File: src/rtl/wb_console_master_pkg.sv
// Shared types and constants for the text console bus master.
package wb_console_master_pkg;

  typedef enum logic [2:0] {
    StIdle,
    StPut,
    StScrlRd,
    StScrlWr,
    StClrRow,
    StClrAll
  } main_state_e;

  typedef enum logic [1:0] {
    BIdle,
    BLow,
    BHigh,
    BGap
  } bus_state_e;

  localparam logic [7:0] CHAR_BS = 8'h08;
  localparam logic [7:0] CHAR_LF = 8'h0A;
  localparam logic [7:0] CHAR_FF = 8'h0C;
  localparam logic [7:0] CHAR_CR = 8'h0D;

  localparam logic [15:0] BLANK_CELL_DEFAULT = 16'h0720;

endpackage

File: src/rtl/wb_console_master_if.sv
// Bus between the console master and the VGA text device; ack idles high.
interface wb_console_master_if;
  logic [31:0] addr;
  logic [31:0] dat2;
  logic [31:0] dat4;
  logic        sel;
  logic        we;
  logic        ack;

  modport master (output addr, dat2, sel, we, input dat4, ack);
  modport slave  (input addr, dat2, sel, we, output dat4, ack);
endinterface

File: src/rtl/wb_master_port.sv
// One bus access per request: raise sel, wait ack low then high, drop sel for a gap cycle.
module wb_master_port
  import wb_console_master_pkg::*;
(
  input  logic                       clk_i,
  input  logic                       rst_ni,
  input  logic                       req_i,
  input  logic                       we_i,
  input  logic [31:0]                addr_i,
  input  logic [15:0]                wdata_i,
  output logic                       done_o,
  output logic [15:0]                rdata_o,
  wb_console_master_if.master        bus
);

  bus_state_e  state_q, state_d;
  logic        sel_q, sel_d;
  logic        we_q, we_d;
  logic [31:0] addr_q, addr_d;
  logic [15:0] wdata_q, wdata_d;
  logic [15:0] rdata_q, rdata_d;
  logic        unused_dat4_hi;

  always_ff @(posedge clk_i or negedge rst_ni) begin
    if (!rst_ni) state_q <= BIdle;
    else         state_q <= state_d;
  end

  // Bus outputs are registered so reset removes sel without waiting for a clock.
  always_ff @(posedge clk_i or negedge rst_ni) begin
    if (!rst_ni) begin
      sel_q   <= 1'b0;
      we_q    <= 1'b0;
      addr_q  <= '0;
      wdata_q <= '0;
      rdata_q <= '0;
    end else begin
      sel_q   <= sel_d;
      we_q    <= we_d;
      addr_q  <= addr_d;
      wdata_q <= wdata_d;
      rdata_q <= rdata_d;
    end
  end

  always_comb begin
    state_d = state_q;
    sel_d   = sel_q;
    we_d    = we_q;
    addr_d  = addr_q;
    wdata_d = wdata_q;
    rdata_d = rdata_q;
    unique case (state_q)
      BIdle: begin
        if (req_i) begin
          state_d = BLow;
          sel_d   = 1'b1;
          we_d    = we_i;
          addr_d  = addr_i;
          wdata_d = wdata_i;
        end
      end
      BLow:  if (!bus.ack) state_d = BHigh;
      BHigh: begin
        if (bus.ack) begin
          state_d = BGap;
          sel_d   = 1'b0;
          if (!we_q) rdata_d = bus.dat4[15:0];
        end
      end
      BGap:    state_d = BIdle;
      default: state_d = BIdle;
    endcase
  end

  always_comb begin
    done_o = (state_q == BHigh) && bus.ack;
  end

  assign rdata_o        = rdata_q;
  assign bus.sel        = sel_q;
  assign bus.we         = we_q;
  assign bus.addr       = addr_q;
  assign bus.dat2       = {16'h0000, wdata_q};
  assign unused_dat4_hi = ^bus.dat4[31:16];

endmodule

File: src/rtl/wb_console_master.sv
// Character stream to text-cell writes: cursor tracking, control codes, bus-driven scroll/clear.
module wb_console_master
  import wb_console_master_pkg::*;
#(
  parameter int unsigned COLS       = 80,
  parameter int unsigned ROWS       = 30,
  parameter logic [31:0] BASE_ADDR  = 32'h0,
  parameter logic [15:0] BLANK_CELL = BLANK_CELL_DEFAULT
) (
  input  logic                clk,
  input  logic                reset,
  input  logic                io_in_valid,
  output logic                io_in_ready,
  input  logic [7:0]          io_in_char,
  input  logic [7:0]          io_in_color,
  wb_console_master_if.master io_bus,
  output logic [11:0]         io_cursor,
  output logic                io_busy
);

  localparam logic [11:0] ColsW        = 12'(COLS);
  localparam logic [11:0] ColLast      = 12'(COLS - 1);
  localparam logic [11:0] RowLast      = 12'(ROWS - 1);
  localparam logic [11:0] ScrlLast     = 12'((ROWS - 1) * COLS - 1);
  localparam logic [11:0] LastRowFirst = 12'((ROWS - 1) * COLS);
  localparam logic [11:0] CellLast     = 12'(ROWS * COLS - 1);

  main_state_e state_q, state_d;
  logic [11:0] row_q, row_d, col_q, col_d, idx_q, idx_d;
  logic [7:0]  char_q, char_d, color_q, color_d;
  logic        rdy_q;
  logic        accept, done;
  logic [11:0] cursor, bus_cell;
  logic        bus_req, bus_we;
  logic [15:0] bus_wdata, rdata;
  logic [31:0] bus_addr;

  assign cursor      = row_q * ColsW + col_q;
  assign io_cursor   = cursor;
  // rdy_q keeps ready low while reset is held and rises on the first clock after release.
  assign io_in_ready = rdy_q && (state_q == StIdle);
  assign io_busy     = ~io_in_ready;
  assign accept      = io_in_valid && io_in_ready;

  always_ff @(posedge clk or negedge reset) begin
    if (!reset) state_q <= StIdle;
    else        state_q <= state_d;
  end

  always_ff @(posedge clk or negedge reset) begin
    if (!reset) begin
      rdy_q   <= 1'b0;
      row_q   <= '0;
      col_q   <= '0;
      idx_q   <= '0;
      char_q  <= '0;
      color_q <= '0;
    end else begin
      rdy_q   <= 1'b1;
      row_q   <= row_d;
      col_q   <= col_d;
      idx_q   <= idx_d;
      char_q  <= char_d;
      color_q <= color_d;
    end
  end

  always_comb begin
    state_d = state_q;
    row_d   = row_q;
    col_d   = col_q;
    idx_d   = idx_q;
    char_d  = char_q;
    color_d = color_q;
    unique case (state_q)
      StIdle: begin
        if (accept) begin
          char_d  = io_in_char;
          color_d = io_in_color;
          case (io_in_char)
            CHAR_CR: col_d = '0;
            CHAR_LF: begin
              if (row_q == RowLast) begin
                idx_d   = '0;
                state_d = StScrlRd;
              end else begin
                col_d = '0;
                row_d = row_q + 12'd1;
              end
            end
            CHAR_BS: if (col_q != '0) state_d = StPut;
            CHAR_FF: begin
              idx_d   = '0;
              state_d = StClrAll;
            end
            default: state_d = StPut;
          endcase
        end
      end
      StPut: begin
        if (done) begin
          state_d = StIdle;
          if (char_q == CHAR_BS) begin
            col_d = col_q - 12'd1;
          end else if (col_q != ColLast) begin
            col_d = col_q + 12'd1;
          end else if (row_q != RowLast) begin
            col_d = '0;
            row_d = row_q + 12'd1;
          end else begin
            idx_d   = '0;
            state_d = StScrlRd;
          end
        end
      end
      StScrlRd: if (done) state_d = StScrlWr;
      StScrlWr: begin
        if (done) begin
          if (idx_q == ScrlLast) begin
            idx_d   = LastRowFirst;
            state_d = StClrRow;
          end else begin
            idx_d   = idx_q + 12'd1;
            state_d = StScrlRd;
          end
        end
      end
      StClrRow: begin
        if (done) begin
          if (idx_q == CellLast) begin
            col_d   = '0;
            state_d = StIdle;
          end else begin
            idx_d = idx_q + 12'd1;
          end
        end
      end
      StClrAll: begin
        if (done) begin
          if (idx_q == CellLast) begin
            row_d   = '0;
            col_d   = '0;
            state_d = StIdle;
          end else begin
            idx_d = idx_q + 12'd1;
          end
        end
      end
      default: state_d = StIdle;
    endcase
  end

  // Request stays high for the whole state; the port only picks it up from BIdle.
  always_comb begin
    bus_req   = 1'b0;
    bus_we    = 1'b1;
    bus_cell  = idx_q;
    bus_wdata = BLANK_CELL;
    unique case (state_q)
      StPut: begin
        bus_req = 1'b1;
        if (char_q == CHAR_BS) begin
          bus_cell = cursor - 12'd1;
        end else begin
          bus_cell  = cursor;
          bus_wdata = {color_q, char_q};
        end
      end
      StScrlRd: begin
        bus_req  = 1'b1;
        bus_we   = 1'b0;
        bus_cell = idx_q + ColsW;
      end
      StScrlWr: begin
        bus_req   = 1'b1;
        bus_wdata = rdata;
      end
      StClrRow, StClrAll: bus_req = 1'b1;
      default: bus_req = 1'b0;
    endcase
  end

  assign bus_addr = BASE_ADDR + {20'd0, bus_cell};

  wb_master_port u_port (
    .clk_i   (clk),
    .rst_ni  (reset),
    .req_i   (bus_req),
    .we_i    (bus_we),
    .addr_i  (bus_addr),
    .wdata_i (bus_wdata),
    .done_o  (done),
    .rdata_o (rdata),
    .bus     (io_bus)
  );

endmodule

File: src/flat_wrapper.sv
// flat-port wrapper written by rule: the top's interface ports become plain ports
module wb_console_master_flat import wb_console_master_pkg::*;
#(
  parameter int unsigned COLS       = 80,
  parameter int unsigned ROWS       = 30,
  parameter logic [31:0] BASE_ADDR  = 32'h0,
  parameter logic [15:0] BLANK_CELL = BLANK_CELL_DEFAULT
)
  (clk, reset, io_in_valid, io_in_ready, io_in_char, io_in_color, io_cursor, io_busy, io_bus_addr, io_bus_dat2, io_bus_sel, io_bus_we, io_bus_dat4, io_bus_ack);
  wb_console_master_if io_bus_i ();
  input  logic clk;
  input  logic reset;
  input  logic io_in_valid;
  output logic io_in_ready;
  input  logic [7:0] io_in_char;
  input  logic [7:0] io_in_color;
  output logic [11:0] io_cursor;
  output logic io_busy;
  output wire logic [$bits(io_bus_i.addr)-1:0] io_bus_addr;
  output wire logic [$bits(io_bus_i.dat2)-1:0] io_bus_dat2;
  output wire logic [$bits(io_bus_i.sel)-1:0] io_bus_sel;
  output wire logic [$bits(io_bus_i.we)-1:0] io_bus_we;
  input wire logic [$bits(io_bus_i.dat4)-1:0] io_bus_dat4;
  input wire logic [$bits(io_bus_i.ack)-1:0] io_bus_ack;
  assign io_bus_addr = io_bus_i.addr;
  assign io_bus_dat2 = io_bus_i.dat2;
  assign io_bus_sel = io_bus_i.sel;
  assign io_bus_we = io_bus_i.we;
  assign io_bus_i.dat4 = io_bus_dat4;
  assign io_bus_i.ack = io_bus_ack;
  wb_console_master #(.COLS(COLS), .ROWS(ROWS), .BASE_ADDR(BASE_ADDR), .BLANK_CELL(BLANK_CELL)) u_core (.clk(clk), .reset(reset), .io_in_valid(io_in_valid), .io_in_ready(io_in_ready), .io_in_char(io_in_char), .io_in_color(io_in_color), .io_bus(io_bus_i), .io_cursor(io_cursor), .io_busy(io_busy));
endmodule
File: config.mk
export PLATFORM = sky130hd
export DESIGN_NAME = wb_console_master_flat
export DESIGN_NICKNAME = d
export VERILOG_FILES = /design/src/rtl/wb_console_master_pkg.sv /design/src/rtl/wb_console_master_if.sv /design/src/rtl/wb_master_port.sv /design/src/rtl/wb_console_master.sv /design/src/flat_wrapper.sv
export SDC_FILE = /design/constraint.sdc
export NUM_CORES = 1
export LEC_CHECK = 0
export BUFFER_PORTS_ARGS = -buffer_cell sky130_fd_sc_hd__buf_2
export CORE_ASPECT_RATIO = 0.75
export CORE_MARGIN = 10
export CORE_UTILIZATION = 60
export DETAILED_ROUTE_END_ITERATION = 12
export GPL_TIMING_DRIVEN = 0
export PLACE_DENSITY = 0.86
export SETUP_SLACK_MARGIN = 0.2
export SYNTH_ARGS = -nofsm -noshare
export SYNTH_HDL_FRONTEND = slang
export SYNTH_SLANG_ARGS = --single-unit
File: constraint.sdc
create_clock -name clk -period 6.2 [get_ports clk]
set_clock_uncertainty 0.2 [all_clocks]
set_input_delay 0 -clock clk [delete_from_list [all_inputs] [get_ports clk]]
set_output_delay 0 -clock clk [all_outputs]
set_load 0.005 [all_outputs]
==> Yosys cells after proc, flatten, opt, wreduce, memory -nomap -nowiden <==
Index checks and enable logic that the tools add are counted.
{ "totals": {"register_bits": 104, "in_bits": 52, "output_inout_bits": 80, "wordCells": 144} }
{ "op_classes": {"eq_ne": 43, "reduce_logical": 21, "n_bitwise": 2, "add_sub_neg": 7, "muxes": 57, "multipliers": 1} }
{ "op_table": {"columns": ["op", "n"], "rows": [
  ["two-way mux 12 bit", 26],
  ["one-hot mux 12 bit (2 select lines)", 3],
  ["one-hot mux 12 bit (3 select lines)", 2],
  ["one-hot mux 12 bit (4 select lines)", 1],
  ["== test 8 x 4 -> 1 bit (second input constant)", 5],
  ["adder 12 x 1 -> 12 bit (second input constant)", 3],
  ["two-way mux 3 bit", 11],
  ["one-hot mux 16 bit (2 select lines)", 1],
  ["== test 12 bit (second input constant)", 2],
  ["subtractor 12 x 1 -> 12 bit (second input constant)", 2],
  ["!= test 2 x 1 -> 1 bit (second input constant)", 10],
  ["!= test 2 bit (second input constant)", 9],
  ["two-way mux 16 bit", 1],
  ["!= test 3 bit (second input constant)", 5],
  ["one-hot mux 3 bit (5 select lines)", 1],
  ["adder 12 bit", 1],
  ["adder 12 x 7 -> 12 bit (second input constant)", 1],
  ["== test 12 x 5 -> 1 bit (second input constant)", 1],
  ["multiplier 12 x 3 -> 8 bit (second input constant)", 1],
  ["!= test 12 x 5 -> 1 bit (second input constant)", 1],
  ["!= test 12 x 7 -> 1 bit (second input constant)", 1],
  ["one-hot mux 3 bit (4 select lines)", 1],
  ["nonzero test 12 bit", 1],
  ["AND reduction 11 bit", 1],
  ["24 further kinds", 40]
]} }

==> Depth between registers and ports, before layout <==
{ "logic_depth": {"word_depth": 6, "depth_mapped": 12, "depth_no_buf": 12} }

==> Hierarchy <==
Synthesis repeated with hierarchy kept, for this count alone.
{ "hier_totals": {"hier_cells": 708, "area_unflattened_um2": 7393.3} }
{ "by_module_without_submodules": {"columns": ["mod", "seq_area_each_um2", "instances", "cells_each", "area_each_um2"], "rows": [
  ["wb_console_master", 1401.3, 1, 530, 4533.1],
  ["wb_master_port", 1701.6, 1, 178, 2860.2]
]} }

==> Least setup slack after synthesis <==
No wires, ideal clock.
{ "synth_timing": {"kind": "reg-to-reg", "start": "reg u_core.row_q[1]", "end": "reg u_core.u_port.addr_q[11], in the netlist u_core.u_port.bus.addr[11]", "path_stages_with_launch": 12, "path_slack_ns": 2.852, "period_less_slack_ns": 3.348, "setup_ns": 0.128, "t_required_ns": 5.872, "path_buffers": 0, "t_arrival_ns": 3.020, "cell_sequence": "dfrtp_1 ha_1 ha_1 fa_1 xor2_1 ha_1 nor2b_1 a221oi_1 o311ai_1 nor4_1 xnor2_1 o22ai_1"} }
{ "synth_via": {"elab_chain_len": 5} }
{ "synth_rtl": {"columns": ["element", "line_no", "rtl"], "rows": [
  ["start, declared", "wb_console_master.sv:29", "logic [11:0] row_q, row_d, col_q, col_d, idx_q, idx_d;"],
  ["start signal, assigned", "wb_console_master.sv:60", "row_q <= row_d;"],
  ["multiplier 12 x 3 -> 8 bit", "wb_console_master.sv:38", "assign cursor = row_q * ColsW + col_q;"],
  ["adder 12 bit", "wb_console_master.sv:38", null],
  ["via io_cursor[10]", "flat_wrapper.sv:17", "output logic [11:0] io_cursor;"],
  ["subtractor 12 x 1 -> 12 bit", "wb_console_master.sv:163", "bus_cell = cursor - 12'd1;"],
  ["two-way mux 12 bit", "wb_console_master.sv:162", "if (char_q == CHAR_BS) begin"],
  ["one-hot mux 12 bit (2 select lines)", "wb_console_master.sv:159", "unique case (state_q)"],
  ["end signal, assigned", "wb_master_port.sv:40", "addr_q <= addr_d;"],
  ["end, declared", "wb_master_port.sv:19", "logic [31:0] addr_q, addr_d;"]
]} }
The timed path passes the listed nets, and every way through them passes these cells.
A chain may end at the register's enable or synchronous reset.

==> Worst setup path after layout <==
{ "layout_timing": {"start": "reg u_core.row_q[1]", "end": "reg u_core.u_port.addr_q[11], in the netlist u_core.u_port.bus.addr[11]"} }
{ "layout_via": {"elab_chain_len": 5} }
{ "layout_rtl": {"columns": ["element", "line_no"], "rows": [
  ["multiplier 12 x 3 -> 8 bit *", "wb_console_master.sv:38"],
  ["adder 12 bit *", "wb_console_master.sv:38"],
  ["subtractor 12 x 1 -> 12 bit", "wb_console_master.sv:163"],
  ["two-way mux 12 bit *", "wb_console_master.sv:162"],
  ["one-hot mux 12 bit (2 select lines) *", "wb_console_master.sv:159"]
]} }
Mark *: on every way between the ends. The rest lies on a longest branch, timed or not.

==> impl_metrics.py <==
metrics = {
    "status": {
        "status": "completed",
    },
    "clock_network": {
        "cts-buffers-inserted": 9,
        "clk_latency_ns": 0.36,
        "cts_tree": "done",
        "h-tree-depth": 3,
        "cts.clk_slew.worst_paths_ns": 0.08,
        "clock-sinks": 104,
        "clockBufferDepth": 2,
        "cts_root_buf": "clkbuf_16",
    },
    "floorplan": {
        "ios": 132,
        "std_cell_rows": 33,
        "dieArea_um2": 15800,
        "initial_core_util": 0.612,
        "die_h_um": 111,
        "coreArea_um2": 10900,
        "die-width_um": 142,
    },
    "routing": {
        "wl_per_cell_um": 19.8,
        "drt_first_pass_iters": 6,
        "drtIter0Drc": 715,
        "vias": 6506,
        "routed_via_density": 6.35,
        "drtAntennaViolNets": 0,
        "wl_um": 20300,
        "drc": 0,
    },
    "worst_setup_path": {
        "crit_type": "register to register",
        "r2r_slack_ns": 2.49,
        "cp_cell_sequence": "ha_1 > ha_1 > fa_1 > xor2_1 > ha_1 > nor2b_1 > a221oi_1 > o311ai_1 > nor4_1 > xnor2_1 > o22ai_1",
        "endpoint_kind": "register",
        "rr_startpoint": "u_core.row_q[1]",
        "regToRegEndpoint": "u_core.u_port.bus.addr[11]",
        "crit_path_start_kind": "register",
        "path_buf_inv": 0,
        "cp.required_ns": 6.23,
        "crit_family": "adder cells",
        "crit_slowest_cell": "dfrtp_1",
        "cp_max_fo": 8,
        "cpMostUsedCell": "ha_1",
        "ff2ff_path_depth": 11,
        "arrival_ns": 3.74,
        "cpPeakStageDelay_ns": 0.51,
    },
    "sta": {
        "slew_viol_final": 0,
        "setup_tns_ns": 0,
        "post-route-min-period_ns": 3.71,
        "hold_violations": 0,
        "period_share": 0.598,
        "slew_headroom": 0.430,
        "setup_viol": 0,
        "fin_ws_ns": 2.49,
        "grt_setup_unrepaired": "false",
        "max_freq_ghz": 0.270,
        "tightest_slew_ns": 0.856,
    },
    "global_route": {
        "grt_pass1_wl_um": 32500,
        "grt_overflow_total": 0,
        "antenna_found_initial": 0,
        "gr-usage-met2": 0.402,
        "grt_max_degree": 57,
        "grt_use_met1": 0.312,
        "track_usage": 0.250,
        "met3_usage": 0.0646,
        "grt_pass1_vias": 6289,
        "busiest_layer": "met2",
    },
    "layout": {
        "area_growth_pct": 20.9,
        "mostFrequentLayoutCells": "dfrtp_1, buf_2, nor2_1",
        "final_common_cell": "dfrtp_1",
        "multi_input_area_um2": 3670,
        "nets": 963,
        "diodes": 0,
        "drive_above_1_share": 0.215,
        "fillers": 769,
        "register_area_um2": 2600,
    },
    "place": {
        "io_buffers": 79,
        "place_hpwl_um": 14200,
        "place.gp.congestion": 0.959,
        "place_ws_ns": 2.56,
    },
    "power_and_ir_drop": {
        "cellLeakagePower_nw": 3.70,
        "ir_drop_mv": 0.253,
        "p_per_area_nw_per_um2": 473,
    },
    "flow_run": {
        "maxCapViolations": 0,
    },
    "synth": {
        "ys.flop_type": "dfrtp_1",
        "synthArstFlopShare": 1.00,
        "ys.warnings.count": 0,
        "synth_seq_area_share": 0.390,
        "yosysUniqueCellTypes": 74,
        "syn_inst": 720,
        "synth_area_um2": 6670,
        "avgSynthCellArea_um2": 9.26,
        "synth-edff-count": 0,
        "ys_seq_elements": 104,
    },
    "hold_path": {
        "min_path_type": "input pin to async pin",
    },
}
-- report_power, final --
part	leakage (nW)	switching, mW	internal [mW]	total (mW)
clock network	0.158	0.288	0.327	0.615
registers	1.31	0.277	0.944	1.22
logic	2.23	1.17	0.813	1.98
-- metal layers --
metal / part of all wire / vias to the layer above
met5: 0 / -
met4: 0.034 / 0
met3: 0.10 / 74
met2: 0.47 / 428
met1: 0.39 / 3117
li1: - / 2887
-- worst max-delay path by stage --
stage | start | endpoint | slack, ns | cells past startpoint
after floorplan | u_core.row_q[1] | u_core.u_port.bus.addr[11] | 2.85 | 11
after global placement | u_core.row_q[1] | u_core.u_port.bus.addr[11] | 2.62 | 11
after detailed placement | u_core.row_q[1] | u_core.u_port.bus.addr[11] | 2.56 | 11
after CTS | u_core.row_q[1] | u_core.u_port.bus.addr[11] | 2.51 | 11
after global routing | u_core.row_q[1] | u_core.u_port.bus.addr[10] | 2.38 | 10
final | u_core.row_q[1] | u_core.u_port.bus.addr[11] | 2.49 | 11
-- synthesized netlist by cell type (10+ instances only) --
cell / instances / area, um2
clkbuf_1: 32 / 120
and3_1: 18 / 113
nand3_1: 18 / 90.1
ha_1: 29 / 363
buf_4: 40 / 300
dfrtp_1: 104 / 2600
mux2_2: 33 / 372
xnor2_1: 15 / 131
o21ai_0: 60 / 300
nand2_1: 47 / 176
a221oi_1: 18 / 158
a21oi_1: 30 / 150
inv_1: 18 / 67.6
nor3_1: 16 / 80.1
nand2b_1: 10 / 62.6
nor4_1: 10 / 62.6
nor2_1: 67 / 251
o31ai_1: 19 / 143
-- kinds of logic after synthesis --
family | count (synthesis) | share of synthesized area
adder cells (fa/ha/maj) | 31 | 0.0604
multiplexers | 33 | 0.0557
other | 2 | 0.00113
XOR/XNOR | 22 | 0.0289
flip-flops | 104 | 0.390
buffers and inverters | 97 | 0.0792
AO/OA/AOI/OAI | 193 | 0.194
AND/OR/NAND/NOR | 238 | 0.190
-- through the flow --
step	total power, mW	util	hold WS (ns)	cells	cell area (um2)
floorplan	2.44	-	-0.496	755	6800
global placement	2.98	0.676	0.0327	974	7370
detailed placement	3.08	0.679	-0.0952	975	7400
CTS	3.72	0.740	0.0714	1025	8060
global route	4.05	0.740	0.0925	1025	8060
finish	3.82	0.740	0.0670	1025	8060
-- registers in the layout, summed over array words and instances, names as in the netlist --
signal / flops
u_core.u_port.state_q: 2
u_core.char_q: 8
u_core.u_port.bus.we: 1
u_core.u_port.bus.addr: 12
u_core.idx_q: 12
u_core.col_q: 12
u_core.color_q: 8
u_core.rdy_q: 1
u_core.row_q: 12
u_core.u_port.wdata_q: 16
u_core.state_q: 3
u_core.u_port.bus.sel: 1
u_core.u_port.rdata_o: 16
-- final cells by class --
class | instances | share of cell area
timing repair buffer | 114 | 0.0950
buffer | 79 | 0.0571
inverter | 18 | 0.00838
clock inverter | 7 | 0.0121
sequential | 104 | 0.323
tap | 140 | 0.0217
multi-input combinational | 554 | 0.455
clock buffer | 9 | 0.0279
-- what timing repair did --
item                                   4_1_cts  5_1_grt
endpoints found under the hold margin       92        0
hold buffers                                34        0
buffers inserted                             0        0
resized for setup                            0        0
(Power assumes the default switching activity.)
